[src/rtl/fifo_wr_frame_packer.sv]
// fifo_wr_frame_packer
//   Write-domain producer for an async FIFO write port. Accepts one result
//   word per request and serialises it into 1 or 2 bytes, low byte first,
//   pushing each byte only when the FIFO reports not-full. Requests that
//   arrive while a frame is in flight are dropped and counted (saturating).
//
//   Optional feature macro: PACKER_CKSUM_EN
//     When defined, each frame is followed by one checksum byte equal to the
//     XOR of all data bytes in the frame (2- or 3-byte frames). When not
//     defined, frames are 1 or 2 bytes and no checksum logic exists.
//
//   Outputs w_inc / w_data decode only the state register and the latched
//   request, so there is no combinational path from in_* to the FIFO port.
//   wfull only gates state advance; a presented byte is never retracted.
module fifo_wr_frame_packer #(
    parameter int DATA_WIDTH = 8,
    parameter int CNT_WIDTH  = 8
) (
    input  logic                    w_clk,
    input  logic                    w_rst_n,
    input  logic                    in_valid,
    input  logic [2*DATA_WIDTH-1:0] in_data,
    input  logic                    in_two,
    output logic                    in_ready,
    input  logic                    wfull,
    output logic                    w_inc,
    output logic [DATA_WIDTH-1:0]   w_data,
    output logic                    busy,
    output logic [CNT_WIDTH-1:0]    drop_cnt
);

    // Frame sequencer states; the checksum state only exists with the feature.
`ifdef PACKER_CKSUM_EN
    typedef enum logic [1:0] {
        IDLE    = 2'd0,
        SEND_LO = 2'd1,
        SEND_HI = 2'd2,
        SEND_CK = 2'd3
    } state_t;
`else
    typedef enum logic [1:0] {
        IDLE    = 2'd0,
        SEND_LO = 2'd1,
        SEND_HI = 2'd2
    } state_t;
`endif

    // Latched request: the word to serialise and whether the high byte goes out.
    typedef struct packed {
        logic                    two;
        logic [2*DATA_WIDTH-1:0] word;
    } req_t;

    localparam logic [CNT_WIDTH-1:0] CNT_ONE = {{(CNT_WIDTH-1){1'b0}}, 1'b1};
    localparam logic [CNT_WIDTH-1:0] CNT_MAX = {CNT_WIDTH{1'b1}};

    state_t                  state_q;
    state_t                  state_d;
    req_t                    req_q;
    logic                    accept;
    logic                    push;
    logic [DATA_WIDTH-1:0]   lo_byte;
    logic [DATA_WIDTH-1:0]   hi_byte;

    assign lo_byte = req_q.word[DATA_WIDTH-1:0];
    assign hi_byte = req_q.word[2*DATA_WIDTH-1:DATA_WIDTH];

`ifdef PACKER_CKSUM_EN
    logic [DATA_WIDTH-1:0]   ck_byte;
    // A 1-byte frame's checksum is just its low byte (XOR over one byte).
    assign ck_byte = req_q.two ? (lo_byte ^ hi_byte) : lo_byte;
`endif

    // Handshake decode: ready only while idle; a push is w_inc seen with room.
    assign in_ready = (state_q == IDLE);
    assign busy     = ~in_ready;
    assign accept   = in_ready & in_valid;
    assign push     = w_inc & ~wfull;

    // State register; reset abandons any frame in flight.
    always_ff @(posedge w_clk or negedge w_rst_n) begin
        if (!w_rst_n) begin
            state_q <= IDLE;
        end else begin
            state_q <= state_d;
        end
    end

    // Capture the request on accept only; dropped requests never touch it.
    always_ff @(posedge w_clk or negedge w_rst_n) begin
        if (!w_rst_n) begin
            req_q <= '0;
        end else if (accept) begin
            req_q.word <= in_data;
            req_q.two  <= in_two;
        end
    end

    // Count valid requests that arrive while busy, sticking at all-ones.
    always_ff @(posedge w_clk or negedge w_rst_n) begin
        if (!w_rst_n) begin
            drop_cnt <= '0;
        end else if (in_valid && !in_ready && (drop_cnt != CNT_MAX)) begin
            drop_cnt <= drop_cnt + CNT_ONE;
        end
    end

    // Next-state and FIFO-port decode; each send state holds until its push.
    always_comb begin
        state_d = state_q;
        w_inc   = 1'b0;
        w_data  = '0;
        unique case (state_q)
            IDLE: begin
                if (in_valid) state_d = SEND_LO;
            end
            SEND_LO: begin
                w_inc  = 1'b1;
                w_data = lo_byte;
                if (push) begin
`ifdef PACKER_CKSUM_EN
                    state_d = req_q.two ? SEND_HI : SEND_CK;
`else
                    state_d = req_q.two ? SEND_HI : IDLE;
`endif
                end
            end
            SEND_HI: begin
                w_inc  = 1'b1;
                w_data = hi_byte;
                if (push) begin
`ifdef PACKER_CKSUM_EN
                    state_d = SEND_CK;
`else
                    state_d = IDLE;
`endif
                end
            end
`ifdef PACKER_CKSUM_EN
            SEND_CK: begin
                w_inc  = 1'b1;
                w_data = ck_byte;
                if (push) state_d = IDLE;
            end
`endif
            default: begin
                state_d = IDLE;
            end
        endcase
    end

endmodule

[config.mk]
export PLATFORM = sky130hd
export DESIGN_NAME = fifo_wr_frame_packer
export DESIGN_NICKNAME = d
export VERILOG_FILES = /design/src/rtl/fifo_wr_frame_packer.sv
export SDC_FILE = /design/constraint.sdc
export NUM_CORES = 1
export LEC_CHECK = 0
export ABC_AREA = 1
export BUFFER_PORTS_ARGS = -buffer_cell sky130_fd_sc_hd__buf_2
export CAP_MARGIN = 30
export CORE_MARGIN = 1.5
export CORE_UTILIZATION = 36
export DETAILED_ROUTE_END_ITERATION = 7
export MAX_ROUTING_LAYER = met4
export PLACE_DENSITY = 0.65
export SLEW_MARGIN = 20
export SYNTH_ARGS = -nofsm -noshare
export SYNTH_HDL_FRONTEND = slang
export SYNTH_SLANG_ARGS = --single-unit
[constraint.sdc]
create_clock -name w_clk -period 1.5 [get_ports w_clk]
set_input_delay 0.075 -clock w_clk [delete_from_list [all_inputs] [get_ports w_clk]]
set_output_delay 0.075 -clock w_clk [all_outputs]
set_load 0.03 [all_outputs]
==> results.txt, run 1 <==
The flow ran to the end, but the final reports show violations. The final reports fail on setup timing. For this configuration, the core starts out at a cell density of 37.62%. The run gives 3689 sq um as the core area. The worst hold slack was 5.825 ps; the signed area change from the synthesized netlist to the final layout was 41.57%.

The number of warning messages in the yosys log came out at 0. Counting every sink on the clock net gives 27. The critical path in this run is classified as register to output port. The floorplan has 22 rows. Port buffering added 39 buffers.

Setup repair after global routing could not meet its margin everywhere. The run gives 1440 ps as the worst path arrival time. For the via count of the first global-routing pass, the log shows 1271. Cell taking the most area after synthesis: dfrtp_1. The logs give 3.677 mW for the total power after layout and 207 for the post-synthesis net count.

The run gives 0 as the remaining number of nets flagged by the antenna check after routing. The share of layout cells above drive strength 1 was 30.42%. Counting I/O delays and the setup requirement, the final critical path takes 1510 ps. The repair_antennas step left the layout with diodes totalling 0. The TritonCTS buffer count was 3; the final hold violation count was 0. Entering global routing, the biggest net connects 28 pins.

The max-cap violation count came out at 0. The die boundary height is 65.09 microns. The library cells used most frequently in the layout, excluding fill and tap cells, are 96 x nand2_1, 31 x buf_2, 27 x dfrtp_1, 15 x dlygate4sd3_1, 9 x nand3_1. The required time of the worst setup path is 1420 ps. The area share of the largest cell type after synthesis was 48.69%. Summed over all cells, the static leakage comes to 1.014 nW.

The net count of the finished layout is 266. The tree is rooted in a clkbuf_8. The x dimension of the die was 65.09 microns. The initial antenna violation count was 0; the remaining global-route overflow was 0. The congestion estimate from routability-driven global placement came to 0.7846. After the first detailed-routing iteration, the DRC count stood at 49. The H-tree level count came out at 1. The via count is 1349, and the number of instances in the synthesized netlist is 182.

After synthesis, flip-flops and latches occupy 48.69% of the total area. Category of the worst setup path launch point: a register. The final-report max-slew violation count was 0. Leaving out fill and tap cells, the most frequent cell in the layout is nand2_1. Derived from the worst setup path, the maximum achievable clock frequency is 662.1 MHz. In the post-synthesis netlist, the biggest area contributors are dfrtp_1 49%, nand2_1 26%, ha_1 3.6%, nand3_1 3.2%, a21oi_1 2.9%. The average instance area after synthesis was 7.624 sq um. The number of library cell types mapped by synthesis is 18, and the number of vias per cell after detailed routing is 4.684. The tools report the first-pass iteration count of the detailed router as 4. The register bit count reported by yosys was 27. Setup total negative slack on the finished layout was measured at -10.45 ps.

The worst setup skew after layout came out at 6.483 ps. The cell area that synthesis handed to floorplanning was 1388 sq um. The first-pass GRT wire length is 5.568 mm.

The total track usage is 17.10%. For the maximum buffer depth of the clock tree, the log shows 2. For this run, the share of the core covered by cells in the final layout is 53.26%.

The worst supply voltage drop on vdd was 0.9662 mV. The HPWL after detailed placement is 2.153 mm. The count of final setup violators was 1; the wire length reported by the detailed router was 3.388 mm. The tightest min-delay check is of the primary input to register type. The worst pin sits at a relative slew slack of 59.48%.

The final critical-path setup slack was -10.45 ps. After detailed routing, the number of remaining DRC violations is 0. STA classifies the critical path endpoint as an output port. The clock reaches the later pin of the worst-skew pair after 270 ps. The worst-margin pin slew came out at 607.8 ps. The worst setup slack after placement came out at 94.92 ps. TritonCTS built the clock tree.

After clock tree synthesis, the clock-pin slew on the worst setup and hold paths is 100 ps. The worst path uses 100.7% of the clock period. During I/O placement, the number of pins put on the boundary was 40. In the final routed layout, each cell accounts on average for 11.76 microns. Of all nets on the critical path, the largest fanout is 9. The die covers 4236 sq um. The total power per unit cell area was 1872 nW/um^2; the number of fill cells was 367.
[kinds of logic after synthesis]
kind of cell,Yosys count,synth area share [%]
fa+ha+maj,4,3.607
xor+xnor,1,0.6313
simple gates,122,38.05
buf+inv,18,5.049
flops,27,48.69
compound gates,10,3.968
[state kept, by name, indices dropped and copies added (netlist names)]
name,count
drop_cnt,8
hi_byte,8
lo_byte,8
state_q,2
req_q,1
[cell usage after synthesis]
| cell | number |
|---|---|
| nand2_1 | 96 |
| dfrtp_1 | 27 |
| inv_1 | 9 |
| nand3_1 | 9 |
| a21oi_1 | 8 |
| ha_1 | 4 |
| inv_2 | 4 |
| nand4_1 | 4 |
| clkbuf_1 | 3 |
| nand2_2 | 3 |
| nand3b_1 | 3 |
| nor2_1 | 3 |
| buf_2 | 2 |
| nand2_4 | 2 |
| nor2_4 | 2 |
| o21ai_2 | 1 |
| o22ai_1 | 1 |
| xnor2_1 | 1 |
[area by class of cell]
class | count | area [sq um] | area share [%]
tap | 48 | 60.06 | 3.057
sequential | 27 | 675.6 | 34.39
inverter | 13 | 51.30 | 2.611
clock inverter | 1 | 5.005 | 0.2548
timing repair buffer | 59 | 421.7 | 21.46
multi-input combinational | 137 | 709.4 | 36.11
clock buffer | 3 | 41.29 | 2.102
[through the flow]
stage / cell area [sq um] / instances
floorplan: 1390 / 182
global placement: 1639 / 266
detailed placement: 1639 / 266
CTS: 1916 / 287
global route: 1964 / 288
finish: 1964 / 288
[layer usage]
layer / global-route usage, % / wire length (microns) / vias to the layer above
met1: 22.69 / 1594 / 633
met3: 2.604 / 84 / 2
met5: - / 0 / -
li1: - / - / 684
met4: 3.125 / 23 / 0
met2: 28.22 / 1686 / 30
[path summary, 6_finish.rpt]
kind	from	to	slack [ps]	depth (start not counted)
setup / recovery	state_q[0]	w_data[1]	-10	5
hold / removal	in_data[4]	lo_byte[4]	6	3
max in group asynchronous	w_rst_n	state_q[0]	740	2
min in group asynchronous	w_rst_n	hi_byte[0]	360	2
setup reg to reg	state_q[0]	state_q[0]	130	7
hold reg to reg	hi_byte[3]	hi_byte[3]	480	2
[where the power goes]
part           switching [mW]  internal [mW]
Clock                   0.230          0.186
Sequential              0.224           1.04
Combinational            1.26          0.738
[critical path, cell delays in order, from the launching register on]
cell     delay (ps)
dfrtp_1         410
inv_2           110
ha_4            200
nand2_1         100
a21oi_2         180
buf_6           150
[what timing repair did]
item / CTS / global route
pin swaps: 0 / 1
hold endpoints to repair: 41 / 0
resized for setup: 17 / 12
buffers inserted: 2 / 1
endpoints found under the setup margin: 8 / 8
hold buffers: 15 / 0
No activity file was read; power rests on OpenSTA's default activity.
==> run 2: changes to the inputs <==
--- a/config.mk
+++ b/config.mk
@@ -12,7 +12,7 @@
 export CORE_UTILIZATION = 36
 export DETAILED_ROUTE_END_ITERATION = 7
 export MAX_ROUTING_LAYER = met4
-export PLACE_DENSITY = 0.65
+export PLACE_DENSITY = 0.66
 export SLEW_MARGIN = 20
 export SYNTH_ARGS = -nofsm -noshare
 export SYNTH_HDL_FRONTEND = slang
==> run 2 against run 1 <==
The flow finishes with violations (hold timing, setup timing). Die area is the same. Combinational power rose by 5%. Register-to-register slack worse by 80 ps. Utilization increased by 2.5 points. Cell area increased by 4.6%. Worst hold slack lost 5.8 ps. Cell count is 1.4% higher. Sequential power hardly changed. Critical endpoint is now w_data[4]. Largest power group unchanged. Highest routed layer unchanged.
==> results.txt, run 2 (synthesis results as in run 1) <==
The flow ran to the end, but the final reports show violations. The checks that failed: hold timing, setup timing. In this run switching power makes up 46.29% of total power. Counting both buffers and inverters, the worst setup path holds a total of 3. The category of the worst setup path launch point was a register. Residual DRC count: 0.

The logs give 0 for the antenna diode count and 0 for the max-cap violation count. In the layout the commonest cells are 91 x nand2_1, 31 x buf_2, 27 x dfrtp_1, 16 x dlygate4sd3_1, 10 x buf_6. The total power per unit cell area was 1867 nW/um^2.

The min-delay analysis places its worst path in the category primary input to register. The cell that appears most often on the critical path is buf_6. The tree built by TritonCTS fans out to 27 sinks. The run gives 37.62% as the starting density of the core.

The critical path in this run is classified as register to output port. In this run the deepest clock path goes through 2 buffers. For the initial antenna violation count, the log shows 0.

The run gives 3 as the TritonCTS buffer count. For the via count of the first global-routing pass, the log shows 1287. The run gives 16.87% as the total track usage. The logs give 1 for the H-tree level count and 0.7695 mV for the worst supply voltage drop on vdd. In the final layout, the share of cells above drive strength 1 is 32.79%. The routed layout has 1334 vias. Worst-case headroom to the max-slew limit: 59.49%. The tools report the first-pass GRT wire length as 5.492 mm. Across the routed clock network, the largest skew measured is 8.725 ps. In this run, the number of DRC markers left after iteration 0 of detailed routing was 42.

With fillers left out, the area of the finished cells amounts to 2056 sq um. The cell class contributing the biggest share of worst-path delay was buffers and inverters. Entering global routing, the biggest net connects 28 pins.

For the pin with the worst max-slew slack, the measured transition is 607.7 ps. The remaining number of nets flagged by the antenna check after routing was 0. The global placement routability congestion was 0.8076.

Traced cell by cell, the critical path runs through buf_6, ha_4, buf_6, nand2_4, a21oi_2, buf_6. For this run, the top clock speed supported by timing is 650.3 MHz. The floorplan step set the die width to 65.09 microns. The wire length reported by the detailed router was 3.349 mm; the maximum fanout count along the critical path was 4. The final-report max-slew violation count was 0. In the routed layout, each cell is associated on average with a via count of 4.568. From synthesis to final layout, the design area changed by 48.15%.

For this run, the post-layout net count is 270. For the finished layout, the period the worst path requires is 1538 ps. The clock reaches the later pin of the worst-skew pair after 280 ps. Counting the fill cells in the layout gives 349.

The internal power of the cells totals 2.061 mW. In this design, the stage delay of the slowest critical-path cell is 410 ps. TritonCTS built the clock tree.

STA classifies the critical path endpoint as an output port. The tools report the worst setup slack after placement as 63.88 ps. The library cell used most frequently in the layout, excluding fill and tap cells, is nand2_1. The die covers 4236 sq um. Die boundary height: 65.09 microns. Setup violations remaining at the end of the flow were counted as 6.

Data on the critical path is required at its endpoint by 1420 ps. The clock input transition at the sequential cells of the worst setup and hold paths came out at 110 ps. The tree is rooted in a clkbuf_8. The part of the power in combinational logic was 54.9%; the final hold violation count was 1. The switching component of the power came out at 1.776 mW.

Setup repair after global routing could not meet its margin everywhere. The reported leakage power is 1.076 nW, and the worst path arrival time is 1460 ps. Dividing the final minimum period by the clock period gives 102.5%. In this run, the clock network consumes 11.5% of the power. In this run the tool buffered the top-level ports with 39 buffer cells. For the total cell area at the placement stage, the log shows 1632 sq um.

Row generation in the floorplan step produced 22 rows. After detailed routing, the average wire length per cell comes to 11.47 microns. The run gives 33.6% as the sequential fraction of design power. The tools report the first-pass iteration count of the detailed router as 4.

The core region is 3689 sq um. Summed over all layers, the global routing overflow is 0. The worst hold slack was -0.01799 ps. The largest individual stage delay along the critical path comes from the cell dfrtp_1. For the boundary pin count, the log shows 40. The HPWL after detailed placement is 2.098 mm.

The run gives -37.70 ps as the final critical-path setup slack.
==> run 2: cell count changes in the layout (fill, tap and decap cells not counted), sizes merged <==
cell         change
buf              +3
clkinv           -1
dlygate4sd3      +1
inv              +1
==> run 2: worst register-to-register path: stages (launching register included) <==
cell and delay [ps]:
dfrtp_1 410, buf_4 150, ha_4 160, buf_4 150, o22ai_1 250, nand2_1 110, nand2_1 70, nand2_1 50
==> run 2: power groups by stage <==
| stage | Combinational, mW | Sequential (mW) | Clock, mW |
|---|---|---|---|
| finish | 2.11 | 1.29 | 0.443 |
| detailed placement | 1.61 | 1.27 | 0 |
| floorplan | 1.14 | 1.32 | 0 |
| global route | 2.31 | 1.33 | 0.482 |
| CTS | 1.87 | 1.26 | 0.458 |
| global placement | 1.59 | 1.27 | 0 |
==> run 2: area by class of cell <==
type	count	area (sq um)	area share, %
flip-flops and latches	27	675.6	32.87
multi-input cells	137	733.2	35.67
clock buffers	3	41.29	2.009
repair buffers	63	485.5	23.62
inverters	13	51.30	2.495
well taps	48	60.06	2.921
clock inverters	1	8.758	0.4261
==> run 2: path summary, 6_finish.rpt <==
path / cells past startpoint / slack, ps / to / startpoint
worst max-delay path: 6 / -40 / w_data[4] / state_q[1]
worst min-delay path: 3 / -0.02 / lo_byte[0] / in_data[0]
worst max register to register: 7 / 50 / state_q[0] / state_q[0]
worst min register to register: 2 / 490 / hi_byte[7] / hi_byte[7]
max in group asynchronous: 2 / 760 / hi_byte[4] / w_rst_n
min in group asynchronous: 2 / 340 / lo_byte[1] / w_rst_n
==> run 2: through the flow <==
stage	power (mW)	TNS (ps)	util, %	cells
finish	3.837	-127.4	55.73	292
global route	4.124	-626.8	55.73	292
CTS	3.583	0	52.20	287
detailed placement	2.883	0	44.23	265
global placement	2.858	0	44.23	265
floorplan	2.453	0	-	182
==> run 2: metal layers <==
layer	part of all wire, %	wire length, microns	track usage (%)
met2	49	1645	28.48
met4	0.72	24	4.688
met1	48	1620	21.83
met3	1.7	58	1.563
met5	0	0	-
==> run 2: what timing repair did <==
item,in CTS,in global routing
hold buffers,16,0
setup endpoints to repair,8,8
pin swaps,1,7
buffers inserted,2,6
resized for setup,19,26
hold endpoints to repair,42,0
==> run 3: changes to the inputs <==
--- a/config.mk
+++ b/config.mk
@@ -5,14 +5,14 @@
 export SDC_FILE = /design/constraint.sdc
 export NUM_CORES = 1
 export LEC_CHECK = 0
-export ABC_AREA = 1
 export BUFFER_PORTS_ARGS = -buffer_cell sky130_fd_sc_hd__buf_2
 export CAP_MARGIN = 30
 export CORE_MARGIN = 1.5
 export CORE_UTILIZATION = 36
 export DETAILED_ROUTE_END_ITERATION = 7
+export HOLD_SLACK_MARGIN = 0.03
 export MAX_ROUTING_LAYER = met4
-export PLACE_DENSITY = 0.66
+export PLACE_DENSITY = 0.67
 export SLEW_MARGIN = 20
 export SYNTH_ARGS = -nofsm -noshare
 export SYNTH_HDL_FRONTEND = slang
==> run 3 against run 2 <==
The flow finishes with violations (setup timing). Sequential cell count unchanged. Area after synthesis down 10%. Via count fell by 18%. Critical path depth is 1 higher. Sequential share of layout area is 0.66 points lower. Worst setup slack worse by 130 ps. Die area decreased by 9.9%. Clock-buffer cell count unchanged. Synthesized cell count decreased by 42%. Utilization up 7.5 points. Clock skew down 3.1 ps. Largest cell class unchanged.
==> results.txt, run 3 <==
The flow ran to the end, but the final reports show violations. The final reports fail on setup timing. Setup violations remaining at the end of the flow were counted as 9. The cell taking the most area after synthesis is dfrtp_1. Sequential elements use 54.33% of the synthesized area. The final core area utilization was 63.22%; the number of instances in the synthesized netlist was 105.

In the synthesized netlist the dominant register cell turns out to be dfrtp_1. The logs give 130 for the post-synthesis net count and 0 for the final-report max-slew violation count. For this design the static power due to leakage is 0.9427 nW. The min-delay analysis places its worst path in the category primary input to register. The library cells used most frequently in the layout, excluding fill and tap cells, are 29 x buf_2, 24 x dfrtp_1, 18 x mux2_2, 18 x dlygate4sd3_1, 13 x buf_6. At the end of the flow, the number of nets in the layout was 205.

Dividing total power by cell area gives a power density of 2084 nW/um^2. Global routing used 17.22% of the available tracks across all layers. The max-cap violation count was 0. Data arrives at the worst endpoint at 1590 ps.

For the core area, the log shows 3337 sq um. In the routed layout, each cell is associated on average with a via count of 4.871. For this run, design rule violations remaining after detail routing come to 0.

Before CTS, the worst setup slack after placement is -24.44 ps. Yosys mapped a number of flops with a built-in enable equal to 0. In this run the tool buffered the top-level ports with 39 buffer cells. The filler-free cell count of the finished design came out at 225. The library cell used most frequently in the layout, excluding fill and tap cells, is buf_2. The final critical-path setup slack came out at -166.5 ps. The first global-routing pass estimated 4.574 mm of wire. The later pin in the worst-skew pair is clocked with a latency of 320 ps.

In this run the register-to-register setup slack is -80 ps. The worst-margin pin slew was 596.3 ps; the worst supply voltage drop on vdd was 1.124 mV. Once detailed placement completed, the half-perimeter wirelength came to 1.911 mm. The average routed wire per standard cell was 14.12 microns; the maximum buffer depth of the clock tree was 2. By count the netlist is led by 27 x dfrtp_1, 19 x mux2_2, 10 x nor2_1, 8 x a22oi_1, 7 x nand2_1. The via count of the first global-routing pass is 997. The category of the worst setup path launch point is a register. In this run the mean area of a mapped cell was 11.84 sq um. The die covers 3816 sq um. The startpoint-to-endpoint class of the critical path was register to output port.

Setup repair after global routing could not meet its margin everywhere. The H-tree level count came out at 1. In this run, placement finished with an instance count of 195. By area the synthesized netlist is led by dfrtp_1 54%, mux2_2 17%, a22oi_1 4.8%, ha_1 4.0%, nor2_1 3.0%. The tree is rooted in a clkbuf_4. At the end of routability-driven placement, the weighted congestion stood at 0.7745. The number of warning messages in the yosys log was 0.

The starting density of the core is 37.27%. TritonCTS built the clock tree. The cell area that synthesis handed to floorplanning was 1244 sq um.

STA classifies the critical path endpoint as an output port. The TritonCTS sink count was 27. The first-iteration detailed-routing DRC count is 27, and the wire length reported by the detailed router is 3.176 mm.

The required time of the worst setup path came out at 1420 ps. Worst-case headroom to the max-slew limit: 60.25%. The detailed router placed 1096 vias in this run. The clock input transition at the sequential cells of the worst setup and hold paths is 150 ps. The largest net degree at the start of global routing is 28. The signed area change from the synthesized netlist to the final layout was 69.62%; the first-pass iteration count of the detailed router was 4. The remaining global-route overflow is 0, and the post-layout minimum cycle time is 1666 ps.

The cell with the most instances after synthesis was dfrtp_1. The share of synthesized area in the top cell type comes to 54.33%. In this run the worst path has a maximum fanout of 6. The final hold violation count is 0. The register bit count reported by yosys was 27; the share of async-settable or async-resettable flops after synthesis was 100.0%.

In the final layout, the share of cells above drive strength 1 is 60.89%. The remaining number of nets flagged by the antenna check after routing is 0, and the TritonCTS buffer count is 3. During I/O placement, the number of pins put on the boundary was 40.

The logs give 679.4 sq um for the area occupied by registers and 713.2 sq um for the footprint of the multi-input gates. The die boundary height came out at 61.78 microns. Of the available clock period, the critical path in the final layout requires 111.1%. The number of antenna diodes in the final layout is 0.

The cell row count was 21; the number of fill cells was 261. The initial antenna violation count was 0; the x dimension of the die was 61.78 microns. The number of library cell types mapped by synthesis was 23. The worst setup skew after layout was 5.671 ps.

Derived from the worst setup path, the maximum achievable clock frequency is 600.1 MHz.
## run 3: cell types whose count changed in the layout (fill, tap and decap cells not counted), sizes merged, moves of 3 or more
| cell | delta |
|---|---|
| buf | +7 |
| nand3 | -7 |
| inv | -11 |
| xor2 | +3 |
| nor2 | +5 |
| nand3b | -3 |
| a21oi | -4 |
| nand2 | -94 |
| a22oi | +8 |
| mux2 | +19 |
## run 3: cells by family after synthesis
logic type                 synth area share [%]
and+or+nand+nor                           10.57
DFF                                       54.33
muxes                                     18.01
AOI/OAI and AO/OA                         7.344
buffers and inverters                     2.213
xor gates and xnor gates                  3.522
adders and majority gates                 4.024
## run 3: critical path, stage by stage (launching register included)
cell	delay, ps
dfrtp_1	390
inv_2	60
buf_6	120
ha_4	170
buf_6	130
a22oi_2	210
nor2_4	50
buf_6	130
## run 3: stage by stage
step           TNS [ps]  total power, mW  instance area, sq um  hold slack [ps]
2_1_floorplan    -69.03            2.621                  1272           -220.6
3_3_place_gp          0            3.157                  1583            109.4
3_5_place_dp     -24.44            3.210                  1583            118.1
4_1_cts           -1049            4.134                  1992            53.50
5_1_grt           -1874            4.655                  2110            143.3
6_report          -1138            4.397                  2110            149.0
## run 3: area by class of cell
| class | instances | area share (%) |
|---|---|---|
| Multi-Input combinational cell | 71 | 33.81 |
| Sequential cell | 27 | 32.21 |
| Inverter | 4 | 0.9490 |
| Timing Repair Buffer | 73 | 29.00 |
| Clock buffer | 3 | 1.068 |
| Clock inverter | 1 | 0.2372 |
| Tap cell | 46 | 2.728 |
## run 3: power breakdown
group	switching, mW	internal (mW)
combinational	1.39	1.33
clock	0.214	0.100
sequential	0.291	1.08
total	1.89	2.50
## run 3: final timing paths
kind,from,to,cells after the start
worst max-delay path,state_q[1],w_data[4],7
worst min-delay path,in_valid,state_q[1],3
worst max register to register,state_q[0],drop_cnt[6],6
worst min register to register,drop_cnt[5],drop_cnt[5],1
max in group asynchronous,w_rst_n,drop_cnt[4],2
min in group asynchronous,w_rst_n,drop_cnt[7],2
## run 3: metal layers
metal / part of all wire (%) / up-vias / track usage (%)
li1: - / 520 / -
met1: 44 / 544 / 22.84
met2: 52 / 28 / 26.62
met3: 3.6 / 4 / 3.106
met4: 1.2 / 0 / 6.079
met5: 0 / - / -
## run 3: repair_timing
item / in CTS / in global routing
pin swaps: 12 / 15
cloned: 0 / 1
buffers inserted: 2 / 5
endpoints found under the setup margin: 9 / 28
gates resized for setup: 47 / 15
hold buffers: 18 / 0
endpoints found under the hold margin: 44 / 0
